$ cat src/rtl/seg_display_arbiter.sv
// ============================================================================
// Module   : seg_display_arbiter
// Purpose  : Two-requester priority arbiter owning a 4-digit multiplexed
//            7-segment display, with a minimum hold time per grant.
// Revision : 1.0
// ============================================================================
`default_nettype none

module seg_display_arbiter #(
    parameter int unsigned REFRESH_DIV = 50000,
    parameter int unsigned HOLD_CYCLES = 100000000
) (
    input  logic        clk,
    input  logic        rst_n,
    input  logic [1:0]  req_i,
    input  logic [15:0] msg0_i,
    input  logic [15:0] msg1_i,
    output logic [1:0]  gnt_o,
    output logic        busy_o,
    output logic [6:0]  disp_o,
    output logic [3:0]  an_o
);

    localparam int          PW       = (REFRESH_DIV > 1) ? $clog2(REFRESH_DIV) : 1;
    localparam logic [PW-1:0] PRE_LAST = PW'(REFRESH_DIV - 1);
    localparam logic [31:0] HOLD_MAX = 32'(HOLD_CYCLES);
    localparam logic [6:0]  BLANK    = 7'b1111111;

    typedef enum logic [0:0] {
        IDLE = 1'b0,
        OWN  = 1'b1
    } state_t;

    state_t        state_q, state_d;
    logic [1:0]    gnt_q, gnt_d;
    logic [31:0]   hold_q, hold_d;
    logic [15:0]   latch_q, latch_d;
    logic [PW-1:0] pre_q, pre_d;
    logic [1:0]    digit_q, digit_d;
    logic [6:0]    disp_q, disp_d;
    logic [3:0]    an_q, an_d;
    logic          hold_done;
    logic [3:0]    nibble;

    function automatic logic [6:0] glyph(input logic [3:0] code);
        logic [6:0] seg;
        case (code)
            4'h0:    seg = 7'b1000000;
            4'h1:    seg = 7'b1111001;
            4'h2:    seg = 7'b0100100;
            4'h3:    seg = 7'b0110000;
            4'h4:    seg = 7'b0011001;
            4'h5:    seg = 7'b0010010;
            4'h6:    seg = 7'b0000010;
            4'h7:    seg = 7'b1111000;
            4'h8:    seg = 7'b0000000;
            4'h9:    seg = 7'b0010000;
            4'hA:    seg = 7'b1000110;  // C
            4'hB:    seg = 7'b1000111;  // L
            4'hC:    seg = 7'b0010010;  // S
            4'hD:    seg = 7'b0000110;  // E
            4'hE:    seg = 7'b0111111;  // dash
            default: seg = BLANK;
        endcase
        return seg;
    endfunction

    always_comb begin
        state_d   = state_q;
        gnt_d     = gnt_q;
        hold_d    = hold_q;
        latch_d   = latch_q;
        hold_done = (hold_q == HOLD_MAX);

        case (state_q)
            IDLE: begin
                if (req_i != 2'b00) begin
                    state_d = OWN;
                    hold_d  = 32'd0;
                    if (req_i[1]) begin
                        gnt_d   = 2'b10;
                        latch_d = msg1_i;
                    end else begin
                        gnt_d   = 2'b01;
                        latch_d = msg0_i;
                    end
                end
            end
            default: begin
                if (!hold_done) begin
                    hold_d = hold_q + 32'd1;
                end else if (gnt_q[0] && req_i[1]) begin
                    // Requester 1 takes over directly, no idle gap.
                    gnt_d   = 2'b10;
                    latch_d = msg1_i;
                    hold_d  = 32'd0;
                end else if ((gnt_q & req_i) == 2'b00) begin
                    state_d = IDLE;
                    gnt_d   = 2'b00;
                end
            end
        endcase

        if (pre_q == PRE_LAST) begin
            pre_d   = '0;
            digit_d = digit_q + 2'd1;
        end else begin
            pre_d   = pre_q + {{(PW-1){1'b0}}, 1'b1};
            digit_d = digit_q;
        end

        nibble = latch_q[{digit_q, 2'b00} +: 4];
        if (state_q == OWN) begin
            an_d   = ~(4'b0001 << digit_q);
            disp_d = glyph(nibble);
        end else begin
            an_d   = 4'b1111;
            disp_d = BLANK;
        end
    end

    always_ff @(posedge clk or negedge rst_n) begin
        if (!rst_n) begin
            state_q <= IDLE;
            gnt_q   <= 2'b00;
            hold_q  <= 32'd0;
            latch_q <= 16'h0000;
            pre_q   <= '0;
            digit_q <= 2'd0;
            disp_q  <= BLANK;
            an_q    <= 4'b1111;
        end else begin
            state_q <= state_d;
            gnt_q   <= gnt_d;
            hold_q  <= hold_d;
            latch_q <= latch_d;
            pre_q   <= pre_d;
            digit_q <= digit_d;
            disp_q  <= disp_d;
            an_q    <= an_d;
        end
    end

    assign gnt_o  = gnt_q;
    assign busy_o = (state_q == OWN);
    assign disp_o = disp_q;
    assign an_o   = an_q;

endmodule

`default_nettype wire

$ cat config.mk
export PLATFORM = sky130hd
export DESIGN_NAME = seg_display_arbiter
export DESIGN_NICKNAME = d
export VERILOG_FILES = /design/src/rtl/seg_display_arbiter.sv
export SDC_FILE = /design/constraint.sdc
export NUM_CORES = 1
export LEC_CHECK = 0
export CORE_UTILIZATION = 43
export DETAILED_ROUTE_END_ITERATION = 6
export GPL_TIMING_DRIVEN = 0
export REMOVE_ABC_BUFFERS = 1
export SETUP_SLACK_MARGIN = 0.2
export SYNTH_ARGS = -nofsm -noshare
export SYNTH_HDL_FRONTEND = slang
export SYNTH_SLANG_ARGS = --single-unit
export TNS_END_PERCENT = 5
$ cat constraint.sdc
create_clock -name clk -period 4.4 [get_ports clk]
set_input_delay 0.88 -clock clk [delete_from_list [all_inputs] [get_ports clk]]
set_output_delay 0.88 -clock clk [all_outputs]
set_load 0.005 [all_outputs]
* Word-level counts from Yosys, hierarchy flattened *
Memories as Yosys holds them, arrays and structs flattened.
Cells that the tools add are included.

word-level totals
  register bits = 80
  ROM bits = 112
  output and inout port bits = 14
  word-level logic and storage cells = 52
  memories kept = 1

memory list
  memory           depth  bits a word  read ports  clocked after Yosys merged registers in  write ports  line  source
  (no name shown)  16     7            1           0                                        0            47    case (code)

cells by class
  add/sub/neg operators = 3
  equality and inequality tests = 6
  shift operators = 2
  mux-type cells = 23
  bitwise operators = 2
  reduce and logical (&&, ||, !) cells = 7

operators by type and width
  operator                                          count
  2-to-1 mux 32 bit                                 4
  2-to-1 mux 16 bit                                 6
  adder 32 x 1 -> 32 bit (second input constant)    1
  == test 32 x 27 -> 1 bit (second input constant)  1
  adder 16 x 1 -> 16 bit (second input constant)    1
  == test 16 bit (second input constant)            1
  indexed part select 16 x 5 -> 4 bit               1
  2-to-1 mux 2 bit                                  6
  2-to-1 mux 7 bit                                  1
  AND reduction 3 bit                               2
  2-to-1 mux 1 bit                                  5
  2-to-1 mux 4 bit                                  1
  != test 2 x 1 -> 1 bit (second input constant)    2
  inverter 4 bit                                    1
  nonzero test 2 bit                                2
  << shifter 1 x 2 -> 4 bit (first input constant)  1
  != test 3 x 1 -> 1 bit (second input constant)    1
  != test 3 x 2 -> 1 bit (second input constant)    1
  adder 2 x 1 -> 2 bit (second input constant)      1
  AND 2 bit                                         1
  logical NOT 2 bit                                 1
  AND reduction 2 bit                               1
  logical AND 1 bit                                 1

* Logic depth before layout (Yosys ltp) *
Gate-level depths: netlist of run 1.

  depth after elaboration = 6
  gate-level depth with buffers = 10

* Worst setup path before layout of run 1 *
No wires, ideal clock.

  path kind = input to register
  start point = input port req_i[1]
  end point = register latch_q[0]
  setup time = 0.137 ns
  arrival time = 2.126 ns
  data required time = 4.263 ns
  slack = 2.137 ns
  stages = 5
  path through = clkbuf_1 nor2_1 buf_2 mux2i_1 a21oi_1

between the ends
  cells in the longest elaborated chain, start to end = 3

ends and longest elaborated chain
  what                                                                line  source
  start, declared                                                     15    input logic [1:0] req_i,
  logical AND 1 bit (tied with other cells)                           92    end else if (gnt_q[0] && req_i[1]) begin
  != test 2 x 1 -> 1 bit (no line) (tied with other cells)            --
  AND reduction 3 bit (no line) or 2-to-1 mux 16 bit (tied branches)  --
  end signal, assigned                                                136   latch_q <= latch_d;
  end, declared                                                       37    logic [15:0] latch_q, latch_d;

Several ways; a longest one is shown, not always the timed one. The select of a mux whose other input is x is not followed.
A chain may end at the register's enable or synchronous reset.

* Worst setup path in the final report of run 1 *
  start point = input port req_i[1]
  end point = register hold_q[15]

between the ends
  cells in the longest elaborated chain, start to end = 3

ends and longest elaborated chain
  what                                                                    line    source
  logical AND 1 bit or nonzero test 2 bit (tied branches)                 92, 77
  != test 3 x 2 -> 1 bit (no line) or nonzero test 2 bit (tied branches)  --
  AND reduction 2 bit (no line) (*)                                       --
  end signal, assigned                                                    135     hold_q <= hold_d;
  end, declared                                                           36      logic [31:0] hold_q, hold_d;

Every way passes the cells marked *; elsewhere a longest branch is shown, timed or not.

==> flow_summary.ini, run 1 <==
[run_status]
status = finished, final reports clean

[floorplanning]
fp-row-count = 36
initial_core_util = 0.447
die_x_um = 103
die-area_mm2 = 0.0106
die_h_um = 103
fp.coreArea_mm2 = 0.00982
io_pins = 50

[setup_path]
crit_buf_inv = 1
r2r_cells = 5
crit_path_frequent_cell = nand2_1
cp_data_arrival_time_ns = 3.13
crit_family = simple AND/OR/NAND/NOR gates
critPathSlowestCell = or2_1
cpPeakStageDelay_ns = 0.69
criticalPathCategory = in2reg
endpoint_kind = flip-flop
r2r_start = hold_q[19]
reg2reg_to = hold_q[15]
required_ns = 4.70
r2r_slack_ns = 1.59
start_kind = input port
cp_cell_sequence = clkdlybuf4s50_1 -> nand2_1 -> nand2_1 -> nor3_2 -> or2_1 -> a221o_1
crit_fanout = 17

[grt]
grt_pass1_vias = 3361
grt_pass1_wl_um = 16600
antenna_found_initial = 0
grt_usage = 0.208
overflow = 0
grt_max_degree = 63

[final_layout]
fin_area_mm2 = 0.00523
post-route-util = 0.532
layout-drive-gt1-share = 0.0885
fillers = 925
ff_latch_area_mm2 = 0.00202
multiInputGateArea_mm2 = 0.00223
areaGrowthSynthToFinish_pct = 19.0
nets = 541
n_antenna_cell = 0

[clocking]
htreeDepth = 3
postCtsSetupBuffers = 0
insertion_delay_ns = 0.37
path_clk_slew_ns = 0.08
cts_max_path_buffers = 2
clock_sinks = 80
cts_resized = 0
clockRootBuffer = clkbuf_8
cts_made_buffers = 9
cts_tree = yes
cts_hold_buf = 0

[sta]
max_freq_ghz = 0.353
slew_violations = 0
fin_crit_ns = 2.83
rsz0062_at_grt = false
finalSetupViolCount = 0
worst_clock_skew_ns = 0.00902
worst_pin_slew_ns = 1.19
holdWs_ns = 0.387
fin_crit_sh = 0.644
final.setup.tns_ns = 0
finalHoldViolCount = 0
relSlewSlack = 0.206

[placement]
place_area_mm2 = 0.00503
dpl.hpwl_um = 6820
place.gp.congestion = 0.792
numPortBuffers = 49

[hold_path]
hold_path.class = in2async

[route]
antenna_left = 0
dr_total_vias = 3533
wl_per_cell_um = 15.9
drc = 0
avgViaCountPerCell = 5.61
finalWirelength_um = 10000
drtIter0Drc = 120
first_pass_iters = 4

[power_and_ir_drop]
powerDensity_mw_per_mm2 = 328
ir_drop_mv = 0.205
p_leak_nw = 2.28
power_w = 0.00172

[synth]
ys.flop_type = dfrtp_1
syn_inst = 450
avgSynthCellArea_um2 = 9.76
yosysUniqueCellTypes = 53
synthTopCellsByCount = 69 x dfrtp_1, 43 x nor2_1, 33 x nand2_1
synth_edf_count = 0
synth_top_cell_by_area = dfrtp_1
ys_top_cells_by_area = dfrtp_1 39%, dfstp_2 6.6%, mux2i_1 3.9%
yosysMostFrequentCell = dfrtp_1
syn_area_mm2 = 0.00439
yosys_warnings = 0
seq_area_frac_synth = 0.459
synth_seq_cells = 80
yosys.area.top_type_share = 0.393
async_flop_share = 1.00

[job]
drv_cap = 0
-- logic make-up after synthesis --
group	count (synthesis)	synth area share
buffers and inverters	37	0.0376
flip-flops	80	0.459
XOR/XNOR	16	0.0319
AND/OR/NAND/NOR	184	0.223
AO/OA/AOI/OAI	96	0.142
adder cells (fa/ha/maj)	13	0.0370
multiplexers	24	0.0695
-- flip-flops by register name, indices dropped and copies added (netlist names) --
signal   cells
latch_q     16
disp_o       7
busy_o       1
hold_q      32
pre_q       16
gnt_o        2
an_o         4
digit_q      2
-- final cells by class --
type	count	area share
Clock buffer	14	0.0311
Clock inverter	2	0.00718
Inverter	15	0.0108
Multi-Input combinational cell	333	0.426
Sequential cell	80	0.385
Tap cell	133	0.0318
Timing Repair Buffer	53	0.107
-- worst reg2reg max path, cell delays in order, from the launching register on --
cell     delay, ns
dfrtp_1       0.50
nor4_1        0.37
nand4_1       0.37
nor3_2        0.55
or2_1         0.69
a221o_1       0.28
-- through the flow --
| stage | instances | setup WS [ns] |
|---|---|---|
| floorplan | 428 | 1.98 |
| global placement | 610 | -0.485 |
| detailed placement | 614 | 1.19 |
| CTS | 630 | 1.58 |
| global route | 630 | 1.44 |
| finish | 630 | 1.57 |
-- how the worst max path moves through the flow --
stage / endpoint / cells after the start / startpoint / slack [ns]
detailed placement: hold_q[14] / 6 / req_i[1] / 1.19
global placement: pre_q[8] / 1 / rst_n / -0.49
floorplan: latch_q[0] / 3 / req_i[1] / 1.98
finish: hold_q[15] / 6 / req_i[1] / 1.57
global route: hold_q[14] / 5 / hold_q[19] / 1.44
CTS: hold_q[15] / 6 / req_i[1] / 1.58
-- routing by layer --
metal | GRT usage | wire, µm | vias to the layer above
met5 | 0 | 0 | -
met4 | 0.0769 | 180 | 0
met3 | 0.0549 | 472 | 12
met2 | 0.324 | 4460 | 83
met1 | 0.280 | 4880 | 1699
li1 | - | - | 1739
-- cells in the final DEF (no fill, tap or decap), types with 3 or more instances in the layout --
cell type and instances:
a211o_1 11, a211oi_1 3, a21o_1 6, a21oi_1 27
a221o_1 3, a31oi_1 14, and3_1 18, and4_1 6
buf_8 3, clkbuf_1 3, clkbuf_8 11, clkdlybuf4s50_1 48
dfrtp_1 69, dfstp_2 11, ha_1 13, inv_1 15
mux2i_1 17, mux4_2 5, nand2_1 33, nand3_1 19
nand4_1 13, nor2_1 42, nor3_1 21, nor4_1 5
nor4b_1 4, o211ai_1 3, o21ai_0 19, o31a_1 3
or3_1 5, xnor2_1 5, xor2_1 11
-- where the power goes --
group          total, W  leakage [nW]  internal (W)  switching, W
clock network  0.000559        0.0969      0.000294      0.000265
registers      0.000902         0.960      0.000820     0.0000822
logic          0.000255          1.22      0.000142      0.000113
Power figures use the tool's default switching activity.
==> inputs of run 2 (changes only) <==
- PLACE_DENSITY: default -> 0.66
- clock period: 4.4 -> 2.4 ns (I/O delays scaled with it)
==> flow_summary.ini, run 2 (synthesis gave the netlist of run 1 again) <==
[grt]
grt_pass1_vias = 3609
busiest_layer = met2
grt_pass1_wl_um = 16600
use_met1 = 0.245
antenna_found_initial = 0
use_met2 = 0.344
grt_usage = 0.204
use_met3 = 0.0542
overflow = 0
grt_max_degree = 53

[clocking]
cts_tree = yes
cts_made_buffers = 9
cts_max_path_buffers = 2
path_clk_slew_ns = 0.09
clockRootBuffer = clkbuf_8
htreeDepth = 3
cts_hold_buf = 0
clock_sinks = 80
insertion_delay_ns = 0.36

[setup_path]
crit_family = buffers and inverters
r2r_start = hold_q[1]
required_ns = 2.69
critPathSlowestCell = dfrtp_1
crit_buf_inv = 5
cp_cell_sequence = inv_1 -> ha_1 -> nor4b_4 -> nand4_1 -> buf_4 -> buf_4 -> o32ai_4 -> buf_12 -> clkbuf_16 -> nor2_1 -> a21oi_1
cpPeakStageDelay_ns = 0.41
crit_fanout = 8
crit_start = hold_q[1]
criticalPathCategory = reg2reg
endpoint_kind = flip-flop
cp_data_arrival_time_ns = 2.49
start_kind = flip-flop
crit_path_frequent_cell = buf_4

[final_layout]
mostFrequentLayoutCells = 66 x dfrtp_1, 48 x clkdlybuf4s50_1, 42 x nor2_1
nets = 554
areaGrowthSynthToFinish_pct = 23.3
largest_reg_flops = 32
layout_commonest_cell = dfrtp_1
n_antenna_cell = 0
fin_cells = 642
fillers = 925
top_register = hold_q
layout-drive-gt1-share = 0.128
top_regs = hold_q: 32 flops, latch_q: 16 flops, pre_q: 16 flops

[floorplanning]
die_h_um = 103
die-area_mm2 = 0.0106
initial_core_util = 0.447
die_x_um = 103
io_pins = 50
fp-row-count = 36
fp.coreArea_mm2 = 0.00982

[sta]
fin_crit_sh = 0.920
max_freq_ghz = 0.453
rsz0062_at_grt = true
finalHoldViolCount = 0
setup_ws_ns = 0.191
final.setup.tns_ns = 0
worst_clock_skew_ns = 0.0138
worst_pin_slew_ns = 0.857
slew_violations = 0
finalSetupViolCount = 0
fin_crit_ns = 2.21
relSlewSlack = 0.424
holdWs_ns = 0.0493

[route]
dr_total_vias = 3634
wl_per_cell_um = 15.8
avgViaCountPerCell = 5.66
drc = 0
first_pass_iters = 4
antenna_left = 0
finalWirelength_um = 10200
drtIter0Drc = 126

[placement]
place_inst = 614
place.gp.congestion = 0.838
dpl.hpwl_um = 6780
place_ws_ns = -0.469
numPortBuffers = 49

[power_and_ir_drop]
p_leak_nw = 2.36
powerDensity_mw_per_mm2 = 572
power_w = 0.00309
ir_drop_mv = 0.341

[job]
drv_cap = 0

[run_status]
status = finished, final reports clean

[hold_path]
hold_path.class = in2async
[run 2: cell types whose count changed in the layout (fill, tap and decap cells not counted), moves of 2 or more]
cell	before	now
dfrtp_1	69	66
buf_12	0	2
buf_4	1	10
clkbuf_8	11	9
clkbuf_1	3	1
dfrtp_2	0	3
clkinv_4	0	2
clkbuf_16	0	2
[run 2: path summary, 6_finish.rpt]
path | to | slack, ns | depth (start not counted)
setup / recovery | latch_q[13] | 0.19 | 11
setup reg to reg | latch_q[13] | 0.19 | 11
min in group clk | pre_q[0] | 0.49 | 1
hold reg to reg | pre_q[0] | 0.49 | 1
max in group asynchronous | an_o[2] | 1.71 | 2
hold / removal | hold_q[7] | 0.05 | 1
[run 2: stage by stage]
step	util	cell area, µm²
floorplan	-	4280
global placement	0.503	4940
detailed placement	0.512	5030
CTS	0.537	5280
global route	0.551	5420
finish	0.551	5420
[run 2: timing repair]
item | in CTS | in global routing
buffers inserted | 4 | 6
gates cloned | 0 | 3
endpoints found under the hold margin | 0 | 0
pin swaps | 2 | 2
endpoints found under the setup margin | 52 | 44
gates resized for setup | 8 | 5
[run 2: cell type report]
cell class	instances	area (µm²)	share of cell area
timing repair buffer	65	703	0.130
tap	133	166	0.0307
clock buffer	10	128	0.0236
sequential	80	2020	0.373
clock inverter	5	60.1	0.0111
multi-input combinational	334	2280	0.421
inverter	15	56.3	0.0104
[run 2: per-layer routing]
| metal | share of wire | wire length [µm] |
|---|---|---|
| met5 | 0 | 0 |
| met4 | 0.024 | 240 |
| met3 | 0.046 | 464 |
| met2 | 0.49 | 5020 |
| met1 | 0.44 | 4450 |
[run 2: where the power goes]
group / total [W] / switching [W] / internal (W)
clock network: 0.000967 / 0.000490 / 0.000477
registers: 0.00166 / 0.000156 / 0.00150
logic: 0.000469 / 0.000204 / 0.000265
total: 0.00309 / 0.000850 / 0.00224
